<file path="config.mk">
export PLATFORM = sky130hd
export DESIGN_NAME = mem_wb_stage_flat
export DESIGN_NICKNAME = d
export VERILOG_FILES = /design/src/rtl/mem_wb_stage_if.sv /design/src/rtl/mem_wb_stage.sv /design/src/flat_wrapper.sv
export SDC_FILE = /design/constraint.sdc
export NUM_CORES = 1
export LEC_CHECK = 0
export BUFFER_PORTS_ARGS = -buffer_cell sky130_fd_sc_hd__buf_4
export CAP_MARGIN = 15
export CORE_MARGIN = 5
export CORE_UTILIZATION = 44
export DETAILED_ROUTE_END_ITERATION = 10
export GPL_TIMING_DRIVEN = 0
export MAX_ROUTING_LAYER = met4
export PLACE_DENSITY = 0.77
export SLEW_MARGIN = 25
export SYNTH_ARGS = -nofsm -noshare
export SYNTH_HDL_FRONTEND = slang
export SYNTH_SLANG_ARGS = --single-unit
export TNS_END_PERCENT = 30
</file>
<file path="constraint.sdc">
create_clock -name clk -period 2.6 [get_ports clk]
set_input_delay 0.13 -clock clk [delete_from_list [all_inputs] [get_ports clk]]
set_output_delay 0.13 -clock clk [all_outputs]
set_load 0.03 [all_outputs]
</file>
<file path="src/rtl/mem_wb_stage_if.sv">
// MEM/WB boundary bundle: MEM-side capture inputs, pipeline control and
// the write-back outputs presented to the register file and forwarding unit.
interface mem_wb_stage_if #(
    parameter int DATA_W = 32,
    parameter int REG_AW = 5,
    parameter int CNT_W  = 32
);
    logic              stall;
    logic              flush;
    logic              mem_valid;
    logic              mem_reg_write;
    logic              mem_to_reg;
    logic [REG_AW-1:0] mem_dest;
    logic [DATA_W-1:0] mem_alu_result;
    logic [DATA_W-1:0] mem_rdata;
    logic [1:0]        mem_ld_size;
    logic              mem_ld_unsigned;

    logic              wb_enable;
    logic [REG_AW-1:0] wb_reg;
    logic [DATA_W-1:0] wb_write_data;
    logic [DATA_W-1:0] wb_result;
    logic              wb_muxcontrol;
    logic              wb_fwd_valid;
    logic [DATA_W-1:0] wb_fwd_data;
    logic [CNT_W-1:0]  retire_count;

    // Pipeline side: drives MEM values and control, observes write-back.
    modport master (
        output stall, flush, mem_valid, mem_reg_write, mem_to_reg, mem_dest,
               mem_alu_result, mem_rdata, mem_ld_size, mem_ld_unsigned,
        input  wb_enable, wb_reg, wb_write_data, wb_result, wb_muxcontrol,
               wb_fwd_valid, wb_fwd_data, retire_count
    );

    // Stage side.
    modport slave (
        input  stall, flush, mem_valid, mem_reg_write, mem_to_reg, mem_dest,
               mem_alu_result, mem_rdata, mem_ld_size, mem_ld_unsigned,
        output wb_enable, wb_reg, wb_write_data, wb_result, wb_muxcontrol,
               wb_fwd_valid, wb_fwd_data, retire_count
    );
endinterface

</file>
<file path="src/rtl/mem_wb_stage.sv">
// MEM/WB pipeline register with big-endian load alignment and extension,
// register-0 write suppression, forwarding value and retired-instruction count.
module mem_wb_stage #(
    parameter int DATA_W = 32,
    parameter int REG_AW = 5,
    parameter int CNT_W  = 32
) (
    input  logic          clk,
    input  logic          reset,
    mem_wb_stage_if.slave bus
);
    logic [1:0]        off;
    logic [7:0]        byte_sel;
    logic [15:0]       half_sel;
    logic [DATA_W-1:0] ld_data;

    logic              valid_q;
    logic              reg_write_q;
    logic              mux_q;
    logic [REG_AW-1:0] dest_q;
    logic [DATA_W-1:0] result_q;
    logic [DATA_W-1:0] wdata_q;
    logic [CNT_W-1:0]  cnt_q;

    assign off = bus.mem_alu_result[1:0];

    // Select the addressed byte/half (lane 0 is the most significant) and extend.
    always_comb begin
        byte_sel = 8'h00;
        half_sel = 16'h0000;
        ld_data  = bus.mem_rdata;
        case (bus.mem_ld_size)
            2'b00: begin
                case (off)
                    2'd0:    byte_sel = bus.mem_rdata[31:24];
                    2'd1:    byte_sel = bus.mem_rdata[23:16];
                    2'd2:    byte_sel = bus.mem_rdata[15:8];
                    default: byte_sel = bus.mem_rdata[7:0];
                endcase
                ld_data = {{(DATA_W-8){~bus.mem_ld_unsigned & byte_sel[7]}}, byte_sel};
            end
            2'b01: begin
                // off[0] is ignored; misaligned halves trap before reaching here.
                half_sel = off[1] ? bus.mem_rdata[15:0] : bus.mem_rdata[31:16];
                ld_data  = {{(DATA_W-16){~bus.mem_ld_unsigned & half_sel[15]}}, half_sel};
            end
            default: ld_data = bus.mem_rdata;
        endcase
    end

    // Pipeline register: reset > flush > stall > capture.
    always_ff @(posedge clk or posedge reset) begin
        if (reset) begin
            valid_q     <= 1'b0;
            reg_write_q <= 1'b0;
            mux_q       <= 1'b0;
            dest_q      <= '0;
            result_q    <= '0;
            wdata_q     <= '0;
            cnt_q       <= '0;
        end else if (bus.flush) begin
            valid_q <= 1'b0;
        end else if (!bus.stall) begin
            valid_q     <= bus.mem_valid;
            reg_write_q <= bus.mem_reg_write;
            mux_q       <= ~bus.mem_to_reg;
            dest_q      <= bus.mem_dest;
            result_q    <= bus.mem_alu_result;
            wdata_q     <= ld_data;
            if (bus.mem_valid) begin
                cnt_q <= cnt_q + 1'b1;
            end
        end
    end

    // Write-back outputs are pure decodes of the registered state.
    always_comb begin
        bus.wb_enable     = valid_q & reg_write_q & (dest_q != '0);
        bus.wb_reg        = dest_q;
        bus.wb_write_data = wdata_q;
        bus.wb_result     = result_q;
        bus.wb_muxcontrol = mux_q;
        bus.wb_fwd_valid  = valid_q & reg_write_q & (dest_q != '0);
        bus.wb_fwd_data   = mux_q ? result_q : wdata_q;
        bus.retire_count  = cnt_q;
    end
endmodule
</file>
<file path="src/flat_wrapper.sv">
// flat-port wrapper written by rule: the top's interface ports become plain ports
module mem_wb_stage_flat 
#(
    parameter int DATA_W = 32,
    parameter int REG_AW = 5,
    parameter int CNT_W  = 32
)
  (clk, reset, bus_stall, bus_flush, bus_mem_valid, bus_mem_reg_write, bus_mem_to_reg, bus_mem_dest, bus_mem_alu_result, bus_mem_rdata, bus_mem_ld_size, bus_mem_ld_unsigned, bus_wb_enable, bus_wb_reg, bus_wb_write_data, bus_wb_result, bus_wb_muxcontrol, bus_wb_fwd_valid, bus_wb_fwd_data, bus_retire_count);
  mem_wb_stage_if #(.DATA_W(DATA_W), .REG_AW(REG_AW), .CNT_W(CNT_W)) bus_i ();
  input  logic clk;
  input  logic reset;
  input wire logic [$bits(bus_i.stall)-1:0] bus_stall;
  input wire logic [$bits(bus_i.flush)-1:0] bus_flush;
  input wire logic [$bits(bus_i.mem_valid)-1:0] bus_mem_valid;
  input wire logic [$bits(bus_i.mem_reg_write)-1:0] bus_mem_reg_write;
  input wire logic [$bits(bus_i.mem_to_reg)-1:0] bus_mem_to_reg;
  input wire logic [$bits(bus_i.mem_dest)-1:0] bus_mem_dest;
  input wire logic [$bits(bus_i.mem_alu_result)-1:0] bus_mem_alu_result;
  input wire logic [$bits(bus_i.mem_rdata)-1:0] bus_mem_rdata;
  input wire logic [$bits(bus_i.mem_ld_size)-1:0] bus_mem_ld_size;
  input wire logic [$bits(bus_i.mem_ld_unsigned)-1:0] bus_mem_ld_unsigned;
  output wire logic [$bits(bus_i.wb_enable)-1:0] bus_wb_enable;
  output wire logic [$bits(bus_i.wb_reg)-1:0] bus_wb_reg;
  output wire logic [$bits(bus_i.wb_write_data)-1:0] bus_wb_write_data;
  output wire logic [$bits(bus_i.wb_result)-1:0] bus_wb_result;
  output wire logic [$bits(bus_i.wb_muxcontrol)-1:0] bus_wb_muxcontrol;
  output wire logic [$bits(bus_i.wb_fwd_valid)-1:0] bus_wb_fwd_valid;
  output wire logic [$bits(bus_i.wb_fwd_data)-1:0] bus_wb_fwd_data;
  output wire logic [$bits(bus_i.retire_count)-1:0] bus_retire_count;
  assign bus_i.stall = bus_stall;
  assign bus_i.flush = bus_flush;
  assign bus_i.mem_valid = bus_mem_valid;
  assign bus_i.mem_reg_write = bus_mem_reg_write;
  assign bus_i.mem_to_reg = bus_mem_to_reg;
  assign bus_i.mem_dest = bus_mem_dest;
  assign bus_i.mem_alu_result = bus_mem_alu_result;
  assign bus_i.mem_rdata = bus_mem_rdata;
  assign bus_i.mem_ld_size = bus_mem_ld_size;
  assign bus_i.mem_ld_unsigned = bus_mem_ld_unsigned;
  assign bus_wb_enable = bus_i.wb_enable;
  assign bus_wb_reg = bus_i.wb_reg;
  assign bus_wb_write_data = bus_i.wb_write_data;
  assign bus_wb_result = bus_i.wb_result;
  assign bus_wb_muxcontrol = bus_i.wb_muxcontrol;
  assign bus_wb_fwd_valid = bus_i.wb_fwd_valid;
  assign bus_wb_fwd_data = bus_i.wb_fwd_data;
  assign bus_retire_count = bus_i.retire_count;
  mem_wb_stage #(.DATA_W(DATA_W), .REG_AW(REG_AW), .CNT_W(CNT_W)) u_core (.clk(clk), .reset(reset), .bus(bus_i));
endmodule
</file>
==> results of run 1 <==
cells in the final DEF (no fill, tap or decap), types with 9 or more instances in the layout:
cell type and instances:
dlygate4sd3_1 39, nand2_1 160, buf_4 213, a21oi_1 10, nor2_1 17, dfrtp_1 104, or3_1 16, nand3_1 40
nand3b_1 15, o21ai_0 24, clkbuf_1 30, mux2_2 41, xnor2_1 24, nand4_1 15, clkbuf_16 9
routing by layer:
metal	global-route usage, %	share of wire [%]	vias to the layer above
met5	-	0	-
met4	7.885	2.2	0
met1	31.78	42	2481
met3	6.829	7.4	28
li1	-	-	2389
met2	40.33	49	201
final timing paths:
| path | from | end | slack, ns | cells after the start |
|---|---|---|---|---|
| min in group asynchronous | reset | u_core.bus.wb_reg[3]$_DFFE_PP0P_ | 0.44 | 3 |
| setup reg to reg | u_core.bus.retire_count[2]$_DFFE_PP0P_ | u_core.bus.retire_count[27]$_DFFE_PP0P_ | 0.59 | 4 |
| hold reg to reg | u_core.reg_write_q$_DFFE_PP0P_ | u_core.reg_write_q$_DFFE_PP0P_ | 0.49 | 2 |
| max in group asynchronous | reset | u_core.bus.wb_result[16]$_DFFE_PP0P_ | 1.42 | 5 |
| hold / removal | bus_mem_alu_result[0] | u_core.bus.wb_result[0]$_DFFE_PP0P_ | 0.04 | 3 |
| setup / recovery | u_core.bus.wb_muxcontrol$_DFFE_PP0P_ | bus_wb_fwd_data[16] | 0.17 | 4 |
area by class of cell:
cell class                 count  area [um2]  area share, %
buffer                        32       126.4          1.648
clock buffer                  12       246.5          3.215
clock inverter                 4       30.03         0.3917
inverter                       4       18.77         0.2448
multi-input combinational    405        2414          31.48
sequential                   104        2603          33.95
tap                          143       178.9          2.334
timing repair buffer         254        2049          26.73
through the flow:
step	setup slack [ns]	util (%)	area (um2)
2_1_floorplan	0.7961	-	5161
3_3_place_gp	0.5395	60.45	6932
3_5_place_dp	0.5532	61.04	6999
4_1_cts	0.1691	66.85	7666
5_1_grt	0.09041	66.85	7666
6_report	0.1710	66.85	7666
cells by family (layout without fill, tap and decap cells):
family	after synthesis	count (layout)	share of synthesized area (%)
XOR/XNOR	31	31	5.264
buffers and inverters	36	306	2.741
AO/OA/AOI/OAI	45	45	4.949
AND/OR/NAND/NOR	285	285	26.76
flip-flops	104	104	50.46
multiplexers	43	43	9.583
adder cells (fa/ha/maj)	1	1	0.2426
tightest hold or removal path: stages:
cell and delay, ns:
buf_4 0.13, nand2_1 0.05, nand2_1 0.05
power breakdown:
group / internal (mW) / switching, mW
clock: 0.677 / 0.620
combinational: 0.709 / 1.05
sequential: 1.80 / 0.188
total: 3.19 / 1.86
==> results.py, run 1 <==
metrics = {
    "layout": {
        "nNetsFinal": 890,
        "drive_above_1_share_pct": 34.85,
        "finalNonFillerCells": 958,
        "fillers": 907,
        "area_delta_synth_final_pct": 48.64,
        "diodes": 0,
    },
    "worst_setup_path": {
        "cp.arrival_ns": 2.30,
        "crit_family": "buffers and inverters",
        "worstPathMaxFanout": 10,
        "worstSetupEndpointType": "output port",
        "slowest_stage": "clkbuf_1",
        "required_ns": 2.47,
        "critPathKind": "register to output port",
        "worst_setup_path_start_kind": "register",
        "crit_buf_inv": 3,
        "path_cells": "clkbuf_1 > clkbuf_1 > mux2_2 > buf_4",
        "path_common_cell": "clkbuf_1",
        "slowest_delay_ns": 0.67,
    },
    "synthesis": {
        "async_flop_share_pct": 100.0,
        "synth_common_cells": "nand2_1, dfrtp_1, mux2_2",
        "yosysMostFrequentCell": "nand2_1",
        "synth.area.top_cells": "dfrtp_1, nand2_1, mux2_2",
        "ys_seq_area_share_pct": 50.46,
        "synth_top_cell_by_area": "dfrtp_1",
        "yosys_warnings": 0,
        "synth-seq-cells": 104,
        "postSynthAreaPerCell_um2": 9.463,
        "ys_types": 38,
        "synth.cell_area_um2": 5157,
        "synth_nets": 625,
        "syn_inst": 545,
        "synth_top_cell_area_share_pct": 50.46,
        "ys.flop_type": "dfrtp_1",
        "synth-edff-count": 0,
    },
    "clock_tree": {
        "cts_tree": "done",
        "post_cts_buffers": 0,
        "cts_hold_buf": 39,
        "numCtsBuffers": 9,
        "ctsHtreeMaxLevel": 3,
        "cts_resized": 0,
        "clockBufferDepth": 2,
        "clock_sinks": 104,
        "clock-root-buffer": "clkbuf_16",
        "clk_pin_slew_ns": 0.07,
        "worst_skew_pair.late_latency_ns": 0.36,
    },
    "detailed_routing": {
        "drtPass1Iterations": 5,
        "drc_errors": 0,
        "postRouteWirelength_um": 17340,
        "first_iter_violations": 394,
        "wl_per_cell_um": 18.10,
        "avgViaCountPerCell": 5.323,
        "vias": 5099,
        "detail-route-antenna-nets": 0,
    },
    "sta": {
        "post-route-min-period_ns": 2.429,
        "fin_setup_tns_ns": 0,
        "worst_clock_skew_ns": 0.004066,
        "relSlewSlack_pct": 33.97,
        "finalCritPeriodShare_pct": 93.42,
        "finalHoldViolCount": 0,
        "setup_violations": 0,
        "slew_violations": 0,
        "rsz0062_at_grt": "no",
        "worst_hold_slack_ns": 0.04035,
        "fmax_ghz": 0.4117,
        "worst_pin_slew_ns": 0.9829,
    },
    "pwr": {
        "power_density_nw_per_um2": 658.7,
        "power_leakage_nw": 3.745,
        "fin_total_pwr_mw": 5.050,
        "ir_drop_mv": 0.4580,
    },
    "die": {
        "io_pins": 215,
        "rows": 39,
        "initial_core_util_pct": 44.98,
        "core-area_um2": 11470,
        "dieArea_um2": 13990,
        "die_y_um": 118.3,
        "fp.dieW_um": 118.3,
    },
    "global_route": {
        "antenna_found_initial": 0,
        "track_usage_pct": 25.38,
        "grt_pass1_vias": 5391,
        "gr-total-overflow": 0,
        "grt_max_degree": 32,
        "grt_pass1_wl_um": 28050,
    },
    "min_path": {
        "holdCritPathClass": "input port to register",
    },
    "placement": {
        "dp_cells": 903,
        "dp.final_hpwl_um": 13090,
        "gp_congestion": 0.9102,
        "io_buffers": 212,
    },
    "run_status": {
        "status": "complete, no violations",
    },
    "run": {
        "maxCapViolCount": 0,
    },
}
(Power assumes the default switching activity.)
==> inputs of run 2 (changes only) <==
--- a/config.mk
+++ b/config.mk
@@ -6,7 +6,7 @@
 export NUM_CORES = 1
 export LEC_CHECK = 0
 export BUFFER_PORTS_ARGS = -buffer_cell sky130_fd_sc_hd__buf_4
-export CAP_MARGIN = 15
+export CAP_MARGIN = 25
 export CORE_MARGIN = 5
 export CORE_UTILIZATION = 44
 export DETAILED_ROUTE_END_ITERATION = 10
==> constraint.sdc (replaced) <==
create_clock -name clk -period 2.2 [get_ports clk]
set_input_delay 0.11 -clock clk [delete_from_list [all_inputs] [get_ports clk]]
set_output_delay 0.11 -clock clk [all_outputs]
set_load 0.03 [all_outputs]
==> results.py, run 2 (synthesized netlist as in run 1, its figures left out) <==
metrics = {
    "die": {
        "fp.dieW_um": 118.3,
        "dieArea_um2": 13990,
        "initial_core_util_pct": 44.98,
        "core-area_um2": 11470,
        "rows": 39,
        "io_pins": 215,
        "die_y_um": 118.3,
    },
    "worst_setup_path": {
        "critPathKind": "register to output port",
        "worst_setup_path_start_kind": "register",
        "r2r_slack_ns": 0.19,
        "startpoint": "u_core.bus.wb_muxcontrol$_DFFE_PP0P_",
        "required_ns": 2.09,
        "cp.arrival_ns": 2.00,
        "worstPathMaxFanout": 10,
        "timing.rr.start": "u_core.bus.retire_count[2]$_DFFE_PP0P_",
        "worstSetupEndpointType": "output port",
    },
    "layout": {
        "mostFrequentLayoutCells": "buf_4, nand2_1, dfrtp_1",
        "fillers": 906,
        "diodes": 0,
        "layout_commonest_cell": "buf_4",
        "drive_above_1_share_pct": 35.34,
        "nNetsFinal": 890,
        "area_delta_synth_final_pct": 48.76,
    },
    "detailed_routing": {
        "drtPass1Iterations": 5,
        "wl_per_cell_um": 18.15,
        "drc_errors": 0,
        "postRouteWirelength_um": 17390,
        "first_iter_violations": 373,
        "vias": 5092,
        "detail-route-antenna-nets": 0,
        "avgViaCountPerCell": 5.315,
    },
    "sta": {
        "fin_setup_tns_ns": 0,
        "rsz0062_at_grt": "no",
        "finalCritPeriodShare_pct": 95.76,
        "post-route-min-period_ns": 2.107,
        "finalHoldViolCount": 0,
        "fmax_ghz": 0.4747,
        "relSlewSlack_pct": 33.63,
        "setup_violations": 0,
        "worst_clock_skew_ns": 0.003783,
        "worst_pin_slew_ns": 0.9880,
        "slew_violations": 0,
    },
    "min_path": {
        "hp-start": "bus_mem_alu_result[0]",
        "holdCritPathClass": "input port to register",
    },
    "placement": {
        "io_buffers": 212,
        "gp_congestion": 0.9102,
        "dp.final_hpwl_um": 13090,
    },
    "clock_tree": {
        "clk_pin_slew_ns": 0.07,
        "clockBufferDepth": 2,
        "ctsHtreeMaxLevel": 3,
        "clock_sinks": 104,
        "clock-root-buffer": "clkbuf_16",
        "cts_tree": "done",
        "numCtsBuffers": 9,
        "post_cts_buffers": 0,
        "worst_skew_pair.late_latency_ns": 0.36,
    },
    "global_route": {
        "grt_max_degree": 32,
        "antenna_found_initial": 0,
        "track_usage_pct": 25.38,
        "grt_pass1_wl_um": 28060,
        "grt_pass1_vias": 5399,
        "gr-total-overflow": 0,
    },
    "run_status": {
        "status": "complete, no violations",
    },
    "pwr": {
        "ir_drop_mv": 0.5412,
        "fin_total_pwr_mw": 5.971,
        "power_leakage_nw": 3.755,
        "power_density_nw_per_um2": 778.3,
    },
    "run": {
        "maxCapViolCount": 0,
    },
}
## run 2: layout make-up
class	instances	area, um2	area share, %
clock buffers	12	246.5	3.213
flip-flops and latches	104	2603	33.92
repair buffers	254	2049	26.71
clock inverters	4	30.03	0.3914
multi-input cells	405	2416	31.49
inverters	4	18.77	0.2446
well taps	143	178.9	2.332
plain buffers	32	130.1	1.696
## run 2: metrics by stage
stage                     hold slack [ns]  instances  util (%)  setup slack (ns)  area (um2)
after floorplan                    0.1764        545         -            0.3961        5161
after global placement             0.2949        900     60.45            0.1595        6932
after detailed placement           0.2563        903     61.04            0.1732        6999
after CTS                         0.01855        958     66.88           0.04102        7670
after global routing              0.02407        958     66.91          0.007209        7672
final                             0.02119        958     66.91           0.09324        7672
## run 2: final timing paths
kind,to,cells past startpoint
setup / recovery,bus_wb_fwd_data[16],4
hold / removal,u_core.bus.wb_result[0]$_DFFE_PP0P_,3
setup reg to reg,u_core.bus.retire_count[27]$_DFFE_PP0P_,4
hold reg to reg,u_core.bus.wb_reg[2]$_DFFE_PP0P_,2
max in group asynchronous,u_core.bus.wb_result[16]$_DFFE_PP0P_,5
min in group asynchronous,u_core.reg_write_q$_DFFE_PP0P_,3
## run 2: worst max-delay path: stages, from the launching register on
cell      delay (ns)
dfrtp_1         0.34
clkbuf_1        0.34
buf_2           0.40
mux2_2          0.38
buf_4           0.17
## run 2: where the power goes
group / internal, mW / switching (mW)
combinational: 0.839 / 1.24
sequential: 2.13 / 0.222
clock: 0.800 / 0.734
## run 2: repair_timing
item                                    in CTS  in global routing
resized for setup                            3                  3
endpoints found under the setup margin      29                 29
hold buffers                                39                  0
endpoints found under the hold margin       66                  0
## run 2: per-layer routing
| metal | global-route usage (%) | share of wire [%] | vias up |
|---|---|---|---|
| met5 | - | 0 | - |
| met4 | 8.029 | 2.0 | 0 |
| met3 | 6.925 | 7.7 | 25 |
| met2 | 40.30 | 49 | 212 |
| met1 | 31.69 | 41 | 2465 |
| li1 | - | - | 2390 |
